`src/rtl/program_loader_if.sv`:
```
// Byte-stream input and instruction-memory write port of the program loader.
interface program_loader_if;
  logic [7:0]  rx_data;
  logic        rx_valid;
  logic        rx_ready;
  logic [31:0] insn_addr;
  logic [31:0] insn_din;
  logic        insn_we;

  modport slave (
    input  rx_data, rx_valid,
    output rx_ready, insn_addr, insn_din, insn_we
  );

  modport master (
    output rx_data, rx_valid,
    input  rx_ready, insn_addr, insn_din, insn_we
  );
endinterface

```
`src/rtl/program_loader.sv`:
```
// Assembles a framed little-endian byte stream into instruction words, writes
// them from START_ADDR upward and releases the core once the checksum matches.
module program_loader #(
  parameter logic [31:0] START_ADDR = 32'h8000_0000,
  parameter int          MAX_WORDS  = 4096
) (
  input  logic              clk,
  input  logic              reset_n,
  program_loader_if.slave   bus,
  input  logic              reload,
  output logic              run,
  output logic              error,
  output logic              busy
);
  localparam int CNT_W = $clog2(MAX_WORDS + 1);

  localparam logic [2:0] S_HDR  = 3'd0;
  localparam logic [2:0] S_DATA = 3'd1;
  localparam logic [2:0] S_CSUM = 3'd2;
  localparam logic [2:0] S_RUN  = 3'd3;
  localparam logic [2:0] S_ERR  = 3'd4;

  logic [2:0]       state_q, state_d;
  logic [1:0]       byte_cnt_q, byte_cnt_d;
  logic [CNT_W-1:0] word_cnt_q, word_cnt_d;
  logic [CNT_W-1:0] nwords_q, nwords_d;
  logic [23:0]      shift_q, shift_d;
  logic [7:0]       csum_q, csum_d;
  logic [31:0]      addr_q, addr_d;
  logic [31:0]      din_q, din_d;
  logic             we_q, we_d;
  logic             rdy_q, rdy_d;

  logic             accept;
  logic [31:0]      word_full;

  assign accept    = bus.rx_valid && rdy_q;
  // Incoming byte lands on top, so after four bytes byte 0 sits in bits 7:0.
  assign word_full = {bus.rx_data, shift_q};

  always_comb begin
    state_d    = state_q;
    byte_cnt_d = byte_cnt_q;
    word_cnt_d = word_cnt_q;
    nwords_d   = nwords_q;
    shift_d    = shift_q;
    csum_d     = csum_q;
    addr_d     = addr_q;
    din_d      = din_q;
    we_d       = 1'b0;

    if (reload) begin
      state_d    = S_HDR;
      byte_cnt_d = '0;
      word_cnt_d = '0;
      nwords_d   = '0;
      shift_d    = '0;
      csum_d     = '0;
    end else if (accept) begin
      case (state_q)
        S_HDR: begin
          shift_d    = word_full[31:8];
          byte_cnt_d = byte_cnt_q + 2'd1;
          if (byte_cnt_q == 2'd3) begin
            nwords_d = word_full[CNT_W-1:0];
            if (word_full > 32'(MAX_WORDS))
              state_d = S_ERR;
            else if (word_full == 32'd0)
              state_d = S_CSUM;
            else
              state_d = S_DATA;
          end
        end
        S_DATA: begin
          shift_d    = word_full[31:8];
          byte_cnt_d = byte_cnt_q + 2'd1;
          csum_d     = csum_q + bus.rx_data;
          if (byte_cnt_q == 2'd3) begin
            we_d       = 1'b1;
            din_d      = word_full;
            addr_d     = START_ADDR + 32'({word_cnt_q, 2'b00});
            word_cnt_d = word_cnt_q + 1'b1;
            if (word_cnt_d == nwords_q)
              state_d = S_CSUM;
          end
        end
        S_CSUM: state_d = (bus.rx_data == csum_q) ? S_RUN : S_ERR;
        default: ;
      endcase
    end

    // Ready is registered from the next state so it never follows rx_valid.
    rdy_d = (state_d == S_HDR) || (state_d == S_DATA) || (state_d == S_CSUM);
  end

  always_ff @(posedge clk or negedge reset_n) begin
    if (!reset_n) begin
      state_q    <= S_HDR;
      byte_cnt_q <= '0;
      word_cnt_q <= '0;
      nwords_q   <= '0;
      shift_q    <= '0;
      csum_q     <= '0;
      addr_q     <= START_ADDR;
      din_q      <= '0;
      we_q       <= 1'b0;
      rdy_q      <= 1'b0;
    end else begin
      state_q    <= state_d;
      byte_cnt_q <= byte_cnt_d;
      word_cnt_q <= word_cnt_d;
      nwords_q   <= nwords_d;
      shift_q    <= shift_d;
      csum_q     <= csum_d;
      addr_q     <= addr_d;
      din_q      <= din_d;
      we_q       <= we_d;
      rdy_q      <= rdy_d;
    end
  end

  assign bus.rx_ready  = rdy_q;
  assign bus.insn_addr = addr_q;
  assign bus.insn_din  = din_q;
  assign bus.insn_we   = we_q;
  assign run           = (state_q == S_RUN);
  assign error         = (state_q == S_ERR);
  assign busy          = (state_q == S_DATA) || (state_q == S_CSUM);
endmodule

```
`src/flat_wrapper.sv`:
```
// flat-port wrapper written by rule: the top's interface ports become plain ports
module program_loader_flat 
#(
  parameter logic [31:0] START_ADDR = 32'h8000_0000,
  parameter int          MAX_WORDS  = 4096
)
  (clk, reset_n, reload, run, error, busy, bus_rx_data, bus_rx_valid, bus_rx_ready, bus_insn_addr, bus_insn_din, bus_insn_we);
  program_loader_if bus_i ();
  input  logic clk;
  input  logic reset_n;
  input  logic reload;
  output logic run;
  output logic error;
  output logic busy;
  input wire logic [$bits(bus_i.rx_data)-1:0] bus_rx_data;
  input wire logic [$bits(bus_i.rx_valid)-1:0] bus_rx_valid;
  output wire logic [$bits(bus_i.rx_ready)-1:0] bus_rx_ready;
  output wire logic [$bits(bus_i.insn_addr)-1:0] bus_insn_addr;
  output wire logic [$bits(bus_i.insn_din)-1:0] bus_insn_din;
  output wire logic [$bits(bus_i.insn_we)-1:0] bus_insn_we;
  assign bus_i.rx_data = bus_rx_data;
  assign bus_i.rx_valid = bus_rx_valid;
  assign bus_rx_ready = bus_i.rx_ready;
  assign bus_insn_addr = bus_i.insn_addr;
  assign bus_insn_din = bus_i.insn_din;
  assign bus_insn_we = bus_i.insn_we;
  program_loader #(.START_ADDR(START_ADDR), .MAX_WORDS(MAX_WORDS)) u_core (.clk(clk), .reset_n(reset_n), .bus(bus_i), .reload(reload), .run(run), .error(error), .busy(busy));
endmodule
```
`config.mk`:
```
export PLATFORM = sky130hd
export DESIGN_NAME = program_loader_flat
export DESIGN_NICKNAME = d
export VERILOG_FILES = /design/src/rtl/program_loader_if.sv /design/src/rtl/program_loader.sv /design/src/flat_wrapper.sv
export SDC_FILE = /design/constraint.sdc
export NUM_CORES = 1
export LEC_CHECK = 0
export ABC_CLOCK_PERIOD_IN_PS = 6200
export CAP_MARGIN = 20
export CORE_ASPECT_RATIO = 2
export CORE_MARGIN = 1.5
export CORE_UTILIZATION = 35
export DETAILED_ROUTE_END_ITERATION = 10
export PLACE_DENSITY_LB_ADDON = 0.15
export SLEW_MARGIN = 25
export SYNTH_ARGS = -nofsm -noshare
export SYNTH_HDL_FRONTEND = slang
export SYNTH_SLANG_ARGS = --single-unit
```
`constraint.sdc`:
```
create_clock -name clk -period 6.2 [get_ports clk]
set_clock_uncertainty 0.15 [all_clocks]
set_input_delay 0.93 -clock clk [delete_from_list [all_inputs] [get_ports clk]]
set_output_delay 0.93 -clock clk [all_outputs]
set_load 0.01 [all_outputs]
```
==> parameters.txt <==
Parameter                              Value

Run status
  Outcome ... complete, no violations

Clock tree
  CTS hold repair buffers ... 0
  Clock network latency to the later pin of the worst-skew pair ... 0.35 ns
  Clock slew at the register clock pins of the worst setup and hold paths ... about 0.08 ns
  TritonCTS clock tree ... done
  # resized after CTS ... 0
  Depth of the CTS H-tree ... 3
  Maximum count of clock buffers along a single path ... 2
  Post-CTS setup buffer count ... 0
  Clock Root Buffer ... clkbuf_16
  Number of clock sinks ... 110
  Number of buffers created by CTS ... 9

Global route
  Pin count of the biggest net entering global routing ... 67
  Overall fraction of global-route tracks in use ... about 18%
  Total grt overflow ... 0
  Number of antenna violations at the first check in global routing ... 0
  Vias in the first global route ... 4435
  Wire length of the first global-routing pass ... 22.8 mm

Timing
  Normalized max-slew margin ... about a third
  Max-slew violations ... 0
  Final Setup Violations ... 0
  Final worst path period need ... approximately 3.5 ns
  Setup repair after global routing missed its margin ... false
  Final critical-path share of the clock period ... a little under three fifths
  Worst slew pin tran ... around 1.0 ns
  Highest clock frequency the design can meet ... about 0.29 GHz
  Fin Hold WS ... between 0.3 and 0.4 ns
  Total negative setup slack ... 0 ns
  Minimum setup slack in the final design ... approximately 2.7 ns
  Total count of hold-check failures in the final report ... 0

Critical path
  Maximum fanout along the worst path ... 43
  Worst Setup End Kind ... flip-flop
  Register-to-register setup slack ... 3.21 ns
  Worst Path Class, Setup ... in -> reg
  Nature of the critical path startpoint ... input port
  Worst R2R Path Depth ... 8
  Reg-to-reg critical path endpoint ... u_core.bus.insn_din[7]
  Startpoint of the worst-slack reg-to-reg timing path ... u_core.state_q[1]
  WP data required ... roughly 6.3 ns
  Data arrival, critical path ... about 3.7 ns

Final layout
  Count of nets after finishing ... 691
  Commonest non-fill, non-tap cell in the layout ... nand2_1
  Top library cells by usage in the layout, fill and taps aside ... nand2_1, dfrtp_1, clkdlybuf4s50_1
  Area growth, synth to finish ... 18.3%
  Antenna Diode Count ... 0
  Proportion of layout cells with a drive suffix above 1 ... under 10%
  Final cell area excluding filler cells ... roughly 6400 µm²

Floorplan
  Area of the die ... ~16000 µm²
  Starting Density ... a little over a third
  Die extent in y ... between 150 and 200 µm
  Core ar. ... approximately 15000 µm²
  Num ports ... 81
  FP Rows ... 64
  Horizontal die dimension ... 91.0 µm

Worst hold path
  HP Start ... u_core.bus.insn_addr[7]
  Worst Hold Path Cells ... 2
  End point of the most critical hold path ... u_core.bus.insn_addr[7]
  Worst min-delay path class ... reg -> reg

Route
  Number of detailed-route iterations in the first pass ... 6
  Total wirelength of the detailed-routed design ... ~14 mm
  Detailed-route vias per instance ... a little over 5
  Average detailed-routed wire length per instance ... 16.0 µm
  ANT nets after route ... 0
  DRC errors left ... 0
  Initial detailed-routing violation count ... between 200 and 250
  Number of vias in the routed layout ... roughly 4400

Power and ir drop
  Relative contribution of combinational cells to total power ... 11.4%
  Overall power ... ~1600 µW
  Power density relative to cell area ... 242 nW/µm²
  IR drop worst, VDD ... between 100 and 150 µV
  Part of the total power dissipated in sequential elements ... roughly half
  Leakage ... about 0.0029 µW
  Switching share of power ... approximately 28%
  Switching power ... ~430 µW
  Clock power share ... between 30% and 40%
  Internal power component ... between 1000 and 1500 µW

Logic synthesis
  Number of synthesized flops with an enable pin ... 0
  Syn avg cell area ... roughly 8.7 µm²
  Warning count from the yosys run ... 0
  Post-Syn Area ... ~5400 µm²
  Post-synthesis sequential element count ... 110
  Gate Count Post-Synth ... around 630
  Main synth FF type ... dfrtp_1
  Register area share after synthesis ... roughly half
  Share of synthesized flip-flops with an asynchronous set or reset ... 100%
  Number of distinct library cells after synthesis ... 48

Place
  Weighted congestion at the end of routability-driven global placement ... approximately 0.85
  Cell Area, Placed ... 6110 µm²
  Port-buffer cells ... 61
  Sum of net half-perimeters after detailed placement ... 9.96 mm
  Worst slack at placement ... between 2 and 2.5 ns

Job
  Max-capacitance violation count ... 0
-- final cells by class --
class	count	area (µm²)
Fill cell	1593	8800
Sequential cell	110	2750
Multi-Input combinational cell	476	2440
Timing Repair Buffer	66	641
Tap cell	198	248
Clock buffer	9	225
Clock inverter	7	85.1
Inverter	6	22.5
-- cells by family (layout without fill, tap and decap cells) --
logic type	count (synthesis)	in the layout	synth area share (%)
AOI/OAI and AO/OA	83	83	9.13
xor gates and xnor gates	34	34	5.49
adders and majority gates	10	10	2.44
buffers and inverters	58	88	5.72
DFF	110	110	50.7
muxes	2	2	0.392
other	2	19	0.138
and+or+nand+nor	328	328	26.0
-- through the flow --
step	util, %	instances
after global placement	40.1	856
after CTS	42.2	872
after floorplan	-	644
after detailed placement	40.1	856
final	42.2	872
after global routing	42.2	872
-- synth_stat cells, types with 2 or more instances --
master	n	share of area, %
nor4_1	11	1.3
buf_4	20	2.8
nand3_1	23	2.1
buf_2	2	0.18
a21oi_1	51	4.7
or4_1	4	0.55
nand4_1	5	0.58
clkbuf_1	28	1.9
o211ai_1	2	0.28
o2111ai_1	2	0.32
a31oi_1	2	0.23
o21ai_0	7	0.65
buf_6	2	0.42
ha_1	9	2.1
a21o_1	2	0.28
nor2_1	28	1.9
and3_1	3	0.35
nand2_1	225	16
nor3b_1	2	0.28
nor3_1	8	0.74
conb_1	2	0.14
o21a_1	3	0.42
a211oi_1	3	0.42
and2_1	2	0.23
xnor2_1	22	3.6
dfrtp_1	110	51
o21bai_1	4	0.55
nand2b_1	4	0.46
xor2_1	12	1.9
nor2b_1	4	0.46
inv_1	5	0.35
or3_1	4	0.46
-- how the worst max path moves through the flow --
stage                              endpoint  slack (ns)  depth (start not counted)      startpoint
detailed placement  u_core.bus.insn_din[13]        2.31                          9    bus_rx_valid
finish               u_core.bus.insn_din[7]        2.70                          9    bus_rx_valid
CTS                 u_core.bus.insn_din[21]        2.69                          9    bus_rx_valid
floorplan                  u_core.csum_q[6]        3.66                          8  bus_rx_data[0]
global placement    u_core.bus.insn_din[13]        2.40                          9    bus_rx_valid
global route        u_core.bus.insn_din[13]        2.43                          9    bus_rx_valid
-- state kept, by name, summed over array words and instances (netlist names) --
register / count
u_core.state_q: 3
u_core.bus.insn_din: 32
u_core.nwords_q: 13
u_core.bus.insn_we: 1
u_core.csum_q: 8
u_core.bus.insn_addr: 13
u_core.word_cnt_q: 13
u_core.shift_q: 24
u_core.byte_cnt_q: 2
u_core.bus.rx_ready: 1
-- metal layers --
layer / global-route usage, % / wire length, µm / up-vias
met5: 0 / 0 / -
met2: 35.3 / 8090 / 75
met1: 18.6 / 5190 / 2172
li1: - / - / 2120
met3: 2.67 / 278 / 23
met4: 7.88 / 403 / 0
-- power by group through the flow --
stage,Combinational [µW],Clock (µW),Sequential (µW)
2_1_floorplan,122,0,769
3_3_place_gp,175,0,780
3_5_place_dp,177,0,781
4_1_cts,178,627,767
5_1_grt,197,654,770
6_report,177,609,766
-- critical path, cell delays in order --
cell,delay (ns)
clkdlybuf4s50_1,0.53
nor4bb_4,0.22
buf_4,0.43
and3_1,0.52
nand2b_2,0.22
clkinv_1,0.22
buf_4,0.37
nand2_1,0.11
nand2_1,0.07
(Power assumes the default switching activity.)
